## src/rtl/qmem_pkg.sv

```systemverilog
// QMEM slave shared definitions.
// State encodings and default bus widths.
package qmem_pkg;

  localparam logic [2:0] S_IDLE      = 3'd0;
  localparam logic [2:0] S_HI_SETUP  = 3'd1;
  localparam logic [2:0] S_HI_STROBE = 3'd2;
  localparam logic [2:0] S_LO_SETUP  = 3'd3;
  localparam logic [2:0] S_LO_STROBE = 3'd4;
  localparam logic [2:0] S_ACK       = 3'd5;
  localparam logic [2:0] S_ERR       = 3'd6;

  localparam int QMEM_AW = 22;
  localparam int QMEM_SW = 4;
  localparam int QMEM_DW = 32;

endpackage

```

## src/rtl/sram_strobe_timer.sv

```systemverilog
// Loadable down-counter timing one SRAM strobe.
// done is high while the count sits at zero.
module sram_strobe_timer #(
  parameter int CW = 1
) (
  input  logic          clk,
  input  logic          rst,
  input  logic          load,
  input  logic [CW-1:0] load_val,
  output logic          done
);

  logic [CW-1:0] cnt;

  // count down from the loaded value and park at zero
  always_ff @(posedge clk) begin
    if (rst)
      cnt <= '0;
    else if (load)
      cnt <= load_val;
    else if (cnt != '0)
      cnt <= cnt - CW'(1);
  end

  assign done = (cnt == '0);

endmodule

```

## src/rtl/qmem_sram16_ctrl.sv

```systemverilog
// QMEM 32-bit slave over a 16-bit async SRAM, big-endian halves.
// QMEM_SRAM_HALF_SKIP_EN: skip halves with no byte selected.
module qmem_sram16_ctrl
  import qmem_pkg::*;
#(
  parameter int QAW = QMEM_AW,
  parameter int QSW = QMEM_SW,
  parameter int QDW = QMEM_DW,
  parameter int SAW = 18,
  parameter int SDW = 16,
  parameter int WS  = 2
) (
  input  logic           clk,
  input  logic           rst,
  input  logic           cs,
  input  logic           we,
  input  logic [QAW-1:0] adr,
  input  logic [QSW-1:0] sel,
  input  logic [QDW-1:0] dat_w,
  output logic [QDW-1:0] dat_r,
  output logic           ack,
  output logic           err,
  output logic [SAW-1:0] sram_adr,
  output logic           sram_ce_n,
  output logic           sram_oe_n,
  output logic           sram_we_n,
  output logic           sram_ub_n,
  output logic           sram_lb_n,
  output logic [SDW-1:0] sram_dat_w,
  input  logic [SDW-1:0] sram_dat_r,
  output logic           sram_dat_oe
);

  localparam int CW = $clog2(WS);

  logic [2:0] st;
  logic [2:0] nxt;
  logic       ok;
  logic       hi_en;
  logic       lo_en;
  logic       setup;
  logic       strobe;
  logic       load;
  logic       done;

  assign ok = ((adr >> (SAW + 1)) == '0);

`ifdef QMEM_SRAM_HALF_SKIP_EN
  assign hi_en = sel[3] | sel[2];
  assign lo_en = sel[1] | sel[0];
`else
  assign hi_en = 1'b1;
  assign lo_en = 1'b1;
`endif

  assign setup  = (st == S_HI_SETUP) || (st == S_LO_SETUP);
  assign strobe = (st == S_HI_STROBE) || (st == S_LO_STROBE);
  assign load   = setup;

  sram_strobe_timer #(
    .CW(CW)
  ) u_tmr (
    .clk     (clk),
    .rst     (rst),
    .load    (load),
    .load_val(CW'(WS - 1)),
    .done    (done)
  );

  // next-state decode of the access sequence
  always_comb begin
    nxt = st;
    unique case (st)
      S_IDLE: begin
        if (cs) begin
          if (!ok)
            nxt = S_ERR;
          else if (hi_en)
            nxt = S_HI_SETUP;
          else if (lo_en)
            nxt = S_LO_SETUP;
          else
            nxt = S_ACK;
        end
      end
      S_HI_SETUP:  nxt = S_HI_STROBE;
      S_HI_STROBE: if (done) nxt = lo_en ? S_LO_SETUP : S_ACK;
      S_LO_SETUP:  nxt = S_LO_STROBE;
      S_LO_STROBE: if (done) nxt = S_ACK;
      default:     nxt = S_IDLE;
    endcase
  end

  // state register
  always_ff @(posedge clk) begin
    if (rst)
      st <= S_IDLE;
    else
      st <= nxt;
  end

  // SRAM address, byte enables and write data set up on entry to SETUP
  always_ff @(posedge clk) begin
    if (rst) begin
      sram_adr   <= '0;
      sram_dat_w <= '0;
      sram_ub_n  <= 1'b1;
      sram_lb_n  <= 1'b1;
    end else if (nxt == S_HI_SETUP) begin
      sram_adr  <= {adr[SAW:2], 1'b0};
      sram_ub_n <= ~sel[3];
      sram_lb_n <= ~sel[2];
      if (we)
        sram_dat_w <= dat_w[QDW-1:SDW];
    end else if (nxt == S_LO_SETUP) begin
      sram_adr  <= {adr[SAW:2], 1'b1};
      sram_ub_n <= ~sel[1];
      sram_lb_n <= ~sel[0];
      if (we)
        sram_dat_w <= dat_w[SDW-1:0];
    end else if (!setup && !strobe) begin
      sram_ub_n <= 1'b1;
      sram_lb_n <= 1'b1;
    end
  end

  // capture read halves at the edge ending the last strobe cycle
  always_ff @(posedge clk) begin
    if (rst)
      dat_r <= '0;
    else if (strobe && done && !we) begin
      if (st == S_HI_STROBE)
        dat_r[QDW-1:SDW] <= sram_dat_r;
      else
        dat_r[SDW-1:0] <= sram_dat_r;
    end
  end

  assign sram_ce_n   = !(setup || strobe);
  assign sram_oe_n   = !(strobe && !we);
  assign sram_we_n   = !(strobe && we && !done);
  assign sram_dat_oe = we && (setup || strobe);
  assign ack         = (st == S_ACK) || (st == S_ERR);
  assign err         = (st == S_ERR);

endmodule

```

## config.mk

```make
export PLATFORM = sky130hd
export DESIGN_NAME = qmem_sram16_ctrl
export DESIGN_NICKNAME = d
export VERILOG_FILES = /design/src/rtl/qmem_pkg.sv /design/src/rtl/sram_strobe_timer.sv /design/src/rtl/qmem_sram16_ctrl.sv
export SDC_FILE = /design/constraint.sdc
export NUM_CORES = 1
export LEC_CHECK = 0
export ABC_AREA = 1
export ABC_CLOCK_PERIOD_IN_PS = 1500
export BUFFER_PORTS_ARGS = -buffer_cell sky130_fd_sc_hd__buf_2
export CORE_ASPECT_RATIO = 2
export CORE_UTILIZATION = 46
export DETAILED_ROUTE_END_ITERATION = 8
export PLACE_DENSITY_LB_ADDON = 0.05
export REMOVE_ABC_BUFFERS = 1
export SLEW_MARGIN = 0
export SYNTH_ARGS = -nofsm -noshare
export SYNTH_HDL_FRONTEND = slang
export SYNTH_SLANG_ARGS = --single-unit
```

## constraint.sdc

```tcl
create_clock -name clk -period 1.5 [get_ports clk]
set_input_delay 0.075 -clock clk [delete_from_list [all_inputs] [get_ports clk]]
set_output_delay 0.075 -clock clk [all_outputs]
set_load 0.02 [all_outputs]
```

==> out/metrics.yaml, run 1 <==
tritoncts: "yes"
path_max_fanout: 5
sw_frac_of_total_pct: 35.7
hold_viol: 0
synthTopCellsByArea: "dfxtp_1, a21oi_1, o21ai_0, nand3b_1, inv_1"
multi_input_area_um2: 1380
fin_ws_ns: 0.0110
h-tree-depth: 3
yosys-top-cells-count: "dfxtp_1, inv_1, nor2_1"
clock-root-buffer: "clkbuf_16"
synth_cell_types: 27
num_antenna_cells: 0
min_path_cells: 3
synth_area_per_cell_um2: 7.47
post-route-drc-count: 0
num-fill-cells: 619
instances_no_fill: 690
maxSlewHeadroom_pct: 77.8
p_int_mw: 5.16
r2r-end: "sram_dat_w[15]"
track_usage_pct: 23.9
rrSetupSlack_ns: 0.03
drt_pass1_iterations: 4
async_reset_ff_share_pct: 0
grt_pass1_vias: 3083
slew_viol_final: 0
num_rows: 42
power.share.combinational_pct: 36.8
numPortBuffers: 149
worstSkewPairLatency_ns: 0.33
pwr_density_cell_nw_per_um2: 1710
drive_gt1_share_pct: 36.2
core_area_um2: 6620
synth_top_area_share_pct: 45.5
crit_type: "reg2out"
path_clk_slew_ns: 0.06
status: "completed"
drt.antenna.violating_nets: 0
synth_seq_area_share_pct: 45.5
die_area_um2: 7240
setup_violations: 0
worst_hold_slack_ns: 0.000425
end_kind: "primary output"
post-route-period-util_pct: 99.3
die_h_um: 119
utilization_pct: 71.0
cts_sinks: 72
io_pins: 152
numCtsBuffers: 9
grt_max_degree: 36
hold_class: "in2reg"
p_leak_nw: 2.27
syn_to_final_growth_pct: 48.5
cp_data_required_time_ns: 1.42
vdd_ir_drop_max_uv: 909
start_kind: "register"
placed_cells: 653
drt-wirelength-per-cell_um: 12.1
tightest_slew_ns: 0.332
syn_inst: 424
seqPwrFrac_pct: 32.0
gr-total-overflow: 0
worstRegToRegCells: 10
ys_warn_count: 0
nNetsFinal: 675
synth.most_common_cell: "dfxtp_1"
antenna_found_initial: 0
synth_top_area_cell: "dfxtp_1"
synth_edf_count: 0
num_vias: 3285
cp.arrival_ns: 1.41
grt_first_pass_wirelength_um: 13100
start_util_pct: 47.8
syn_area_um2: 3170
min_period_ns: 1.49
tns_ns: 0
drt-initial-drc-count: 134
max_freq_mhz: 672
switching_power_mw: 2.87
rsz0062_at_grt: "yes"
gp_congestion: 0.727
synthFlopType: "dfxtp_1"
seq_area_um2: 1450
r2r_start: "st[0]"
die_w_um: 60.7
worstSetupEndpoint: "sram_dat_oe"
worstSetupStartpoint: "st[0]"
dpl_worst_slack_ns: 0.00431
clockPowerShare_pct: 31.2
finalClockSkew_ns: 0.00438
cts_buffer_depth: 2
ys_ff_latch: 72
viasPerCell: 4.76
drt-total-wl_um: 8330
dp_hpwl_um: 5590
maxCapViolations: 0
[critical path: stages (launching register included)]
cell and delay (ns):
dfxtp_4 0.37, nor2_4 0.11, nand2_1 0.09, nand2_4 0.11, inv_2 0.05, o21ai_4 0.07, nand2_1 0.09, inv_1 0.06
buf_4 0.13
[metal layers]
layer  wire length [um]  GRT usage, %
met5                  0             0
met4                162          9.80
met3                487          7.49
met2               4520          43.5
met1               3160          23.4
[worst min-delay path by stage]
stage / from / end / slack, ns
after global placement: rst / st[1] / 0.30
after floorplan: rst / sram_adr[0] / 0.14
final: adr[2] / sram_adr[1] / 0.0004
after detailed placement: rst / st[1] / 0.30
after CTS: adr[12] / sram_adr[11] / 0.008
after global routing: adr[2] / sram_adr[1] / 0.007
[cells in the final DEF, fill, tap and decap left out, types with 2 or more instances in the layout]
master / netlist / routed
buf_2: 6 / 148
dfxtp_1: 72 / 69
inv_1: 60 / 57
nor2_1: 56 / 55
nand2_1: 49 / 49
a21oi_1: 51 / 48
nand3b_1: 32 / 32
o21ai_0: 48 / 26
o21ai_1: 6 / 22
dlygate4sd3_1: 0 / 16
buf_4: 3 / 16
clkbuf_16: 0 / 9
buf_12: 0 / 7
nand3_1: 6 / 6
inv_2: 3 / 5
o21ai_2: 0 / 5
a21oi_2: 1 / 4
nand2_2: 4 / 3
bufinv_16: 0 / 3
inv_4: 1 / 2
nand2_4: 2 / 2
nand4_1: 2 / 2
dfxtp_4: 0 / 2
[power by group through the flow]
stage	logic (mW)	registers (mW)	clock network, mW
after CTS	2.87	2.56	2.55
after global routing	3.26	2.63	2.63
final	2.96	2.57	2.51
after global placement	2.70	2.57	0
after floorplan	1.16	3.08	0
after detailed placement	2.73	2.59	0
[cell families (layout without fill, tap and decap cells)]
logic type	Yosys count	after routing	synth area share, %
AO/OA/AOI/OAI	107	107	17.4
flip-flops	72	72	45.5
buffers and inverters	89	267	12.7
AND/OR/NAND/NOR	156	156	24.4
[registers in the layout (all words and copies together), names as in the netlist]
register / cells
u_tmr.cnt: 1
sram_dat_w: 16
sram_ub_n: 1
dat_r: 32
sram_lb_n: 1
sram_adr: 18
st: 3
[cell type report]
type / count / area share [%]
clock buffers: 10 / 5.08
clock inverters: 6 / 2.45
inverters: 64 / 5.21
multi-input cells: 263 / 29.4
flip-flops and latches: 72 / 30.8
well taps: 88 / 2.34
repair buffers: 187 / 24.7
[stage by stage]
| step | power [mW] | area (um2) |
|---|---|---|
| after global routing | 8.52 | 4700 |
| after global placement | 5.27 | 4080 |
| after CTS | 7.97 | 4640 |
| final | 8.04 | 4700 |
| after floorplan | 4.24 | 3010 |
| after detailed placement | 5.32 | 4080 |
[repair_timing]
item / in CTS / in global routing
endpoints found under the hold margin: 17 / 1
setup endpoints to repair: 6 / 42
hold buffers: 15 / 1
resized for setup: 11 / 33
buffers inserted: 4 / 1
pin swaps: 2 / 5
No activity file was read; power rests on OpenSTA's default activity.
==> inputs of run 2 (changes only) <==
ABC_CLOCK_PERIOD_IN_PS = 1300   (was 1500)
CORE_UTILIZATION = 42   (was 46)
clock period = 1.3 ns   (was 1.5 ns; I/O delays follow)
==> run 2 against run 1 <==
Against the previous run:
- the flow now finishes with violations (setup timing)
- flip-flop and latch count did not move
- count of clock-buffer cells in the layout rose by 1
- non-clock buffer count rose by 14
- design area rose by 8.0%
- critical path depth did not move
- routed wire length rose by 11%
- critical path type unchanged
- largest power group unchanged
- highest routed layer unchanged
==> out/metrics.yaml, run 2 (synthesized netlist as in run 1, its figures left out) <==
status: "finished, violations left"
violations: "setup timing"
sw_frac_of_total_pct: 35.8  # about the same
num-fill-cells: 631  # +1.9%
r2r-end: "sram_dat_w[11]"
switching_power_mw: 3.49  # +21%
cts_sinks: 72  # unchanged
tightest_slew_ns: 0.288  # -0.0445 ns
min_path_cells: 3  # unchanged
numPortBuffers: 149  # unchanged
worstSkewPairLatency_ns: 0.33  # about the same
r2r_start: "st[0]"
multi_input_area_um2: 1560  # +12%
post-route-drc-count: 0  # unchanged
hold_class: "in2reg"
clockPowerShare_pct: 29.0  # -2.2 points
rsz0062_at_grt: "yes"
grt_pass1_vias: 3154  # +2.3%
utilization_pct: 69.9  # -1.1 points
maxSlewHeadroom_pct: 80.8  # +3.0 points
dp_hpwl_um: 5990  # +7.1%
p_int_mw: 6.26  # +21%
h-tree-depth: 3  # unchanged
drt-initial-drc-count: 213  # +59%
cts_buffer_depth: 2  # unchanged
drive_gt1_share_pct: 44.3  # +8.1 points
path_max_fanout: 5  # unchanged
crit_family: "flip-flops"
num_antenna_cells: 0  # unchanged
grt_max_degree: 40  # +11%
slew_viol_final: 0  # unchanged
finalClockSkew_ns: 0.00483  # +0.000452 ns
path_clk_slew_ns: 0.06  # about the same
end_kind: "primary output"
drt_pass1_iterations: 6  # +2
viasPerCell: 4.80  # +0.90%
worstRegToRegCells: 10  # unchanged
tritoncts: "yes"
rrSetupSlack_ns: -0.15  # -0.18 ns
drt-wirelength-per-cell_um: 13.1  # +8.6%
max_stage_delay_ns: 0.36  # about the same
die_h_um: 125  # +4.6%
gr-total-overflow: 0  # unchanged
hp-start: "adr[16]"
largest_reg_flops: 32  # unchanged
p_leak_nw: 2.41  # +6.0%
cp_slowest_cell: "dfxtp_4"
numCtsBuffers: 9  # unchanged
crit_type: "reg2out"
start_util_pct: 43.6  # -4.3 points
post-route-period-util_pct: 114
final_cell_mix: "buf_2, dfxtp_1, inv_1"
track_usage_pct: 22.9  # -1.0 points
regMostFlops: "dat_r"
max_freq_mhz: 676
clock-root-buffer: "clkbuf_16"
start_kind: "register"
path_cells: "nor2_4 > nand2_1 > nand2_4 > inv_1 > o21ai_2 > buf_4 > inv_1 > buf_2"
maxCapViolations: 0  # unchanged
grt_first_pass_wirelength_um: 14200  # +8.3%
fin_ws_ns: -0.180  # -0.191 ns
drt-total-wl_um: 9280  # +11%
hold_viol: 0  # unchanged
num_rows: 44  # +4.8%
die_area_um2: 7920  # +9.3%
num_vias: 3401  # +3.5%
path_common_cell: "inv_1"
seqPwrFrac_pct: 30.5  # -1.5 points
min_period_ns: 1.48
syn_to_final_growth_pct: 60.3
holdPathEnd: "sram_adr[15]"
power.share.combinational_pct: 40.5  # +3.7 points
die_w_um: 63.4  # +4.5%
setup_violations: 61  # +61
core_area_um2: 7270  # +9.8%
critPathBufInv: 4  # +1
nNetsFinal: 689  # +2.1%
reg_top3: "dat_r x32, sram_adr x18, sram_dat_w x16"
tns_ns: -5.25  # -5.25 ns
final_common_cell: "buf_2"
gp_congestion: 0.762  # +4.9%
cp.arrival_ns: 1.41  # about the same
cp_data_required_time_ns: 1.24  # -0.18 ns
io_pins: 152  # unchanged
seq_area_um2: 1450  # +0.17%
vdd_ir_drop_max_uv: 957  # +5.2%
antenna_found_initial: 0  # unchanged
drt.antenna.violating_nets: 0  # unchanged
pwr_density_cell_nw_per_um2: 1920  # +12%
==> run 2: timing repair <==
action                                 in CTS  in global routing
endpoints found under the hold margin      18                  0
gates resized for setup                    68                 56
hold buffers                               16                  0
buffers inserted                            7                  4
gates cloned                                2                  2
pin swaps                                   6                  6
setup endpoints to repair                  74                 74
==> run 2: how the worst max path moves through the flow <==
stage,from,endpoint,slack (ns),cells past startpoint
global route,st[0],sram_dat_w[15],-0.24,11
floorplan,st[1],dat_r[0],-0.57,6
global placement,st[0],sram_adr[1],-0.18,9
finish,st[0],sram_ce_n,-0.18,8
CTS,st[0],sram_ce_n,-0.17,8
detailed placement,st[0],sram_dat_w[0],-0.20,10
==> run 2: metal layers <==
layer	vias up	GRT usage [%]	routed length, um
li1	1722	-	-
met5	-	0	0
met2	100	41.4	5060
met3	14	6.23	471
met4	0	10.2	215
met1	1565	23.7	3530
==> run 2: worst min-delay path, stage by stage <==
cell	delay (ns)
buf_2	0.09
o21ai_2	0.05
nor2_1	0.09
==> run 2: final cells by class <==
class | instances | share of cell area (%)
multi-input combinational | 263 | 30.6
tap | 92 | 2.27
inverter | 64 | 4.93
clock inverter | 5 | 2.04
sequential | 72 | 28.6
clock buffer | 11 | 4.78
timing repair buffer | 201 | 26.8
==> run 2: power groups by stage <==
stage / clock network [mW] / logic (mW) / registers, mW
finish: 2.83 / 3.95 / 2.98
global route: 2.97 / 4.28 / 3.03
CTS: 2.90 / 3.60 / 2.96
detailed placement: 0 / 3.26 / 3.00
global placement: 0 / 3.22 / 2.99
floorplan: 0 / 1.34 / 3.55
==> run 2: per-stage QoR <==
stage	power (mW)	setup slack [ns]	hold slack, ns	cell area, um2	std cells
2_1_floorplan	4.89	-0.571	0.134	3010	399
3_3_place_gp	6.20	-0.179	0.291	4140	663
3_5_place_dp	6.26	-0.196	0.290	4140	663
4_1_cts	9.46	-0.170	0.00374	4860	704
5_1_grt	10.3	-0.243	0.0181	5080	708
6_report	9.75	-0.180	0.0100	5080	708
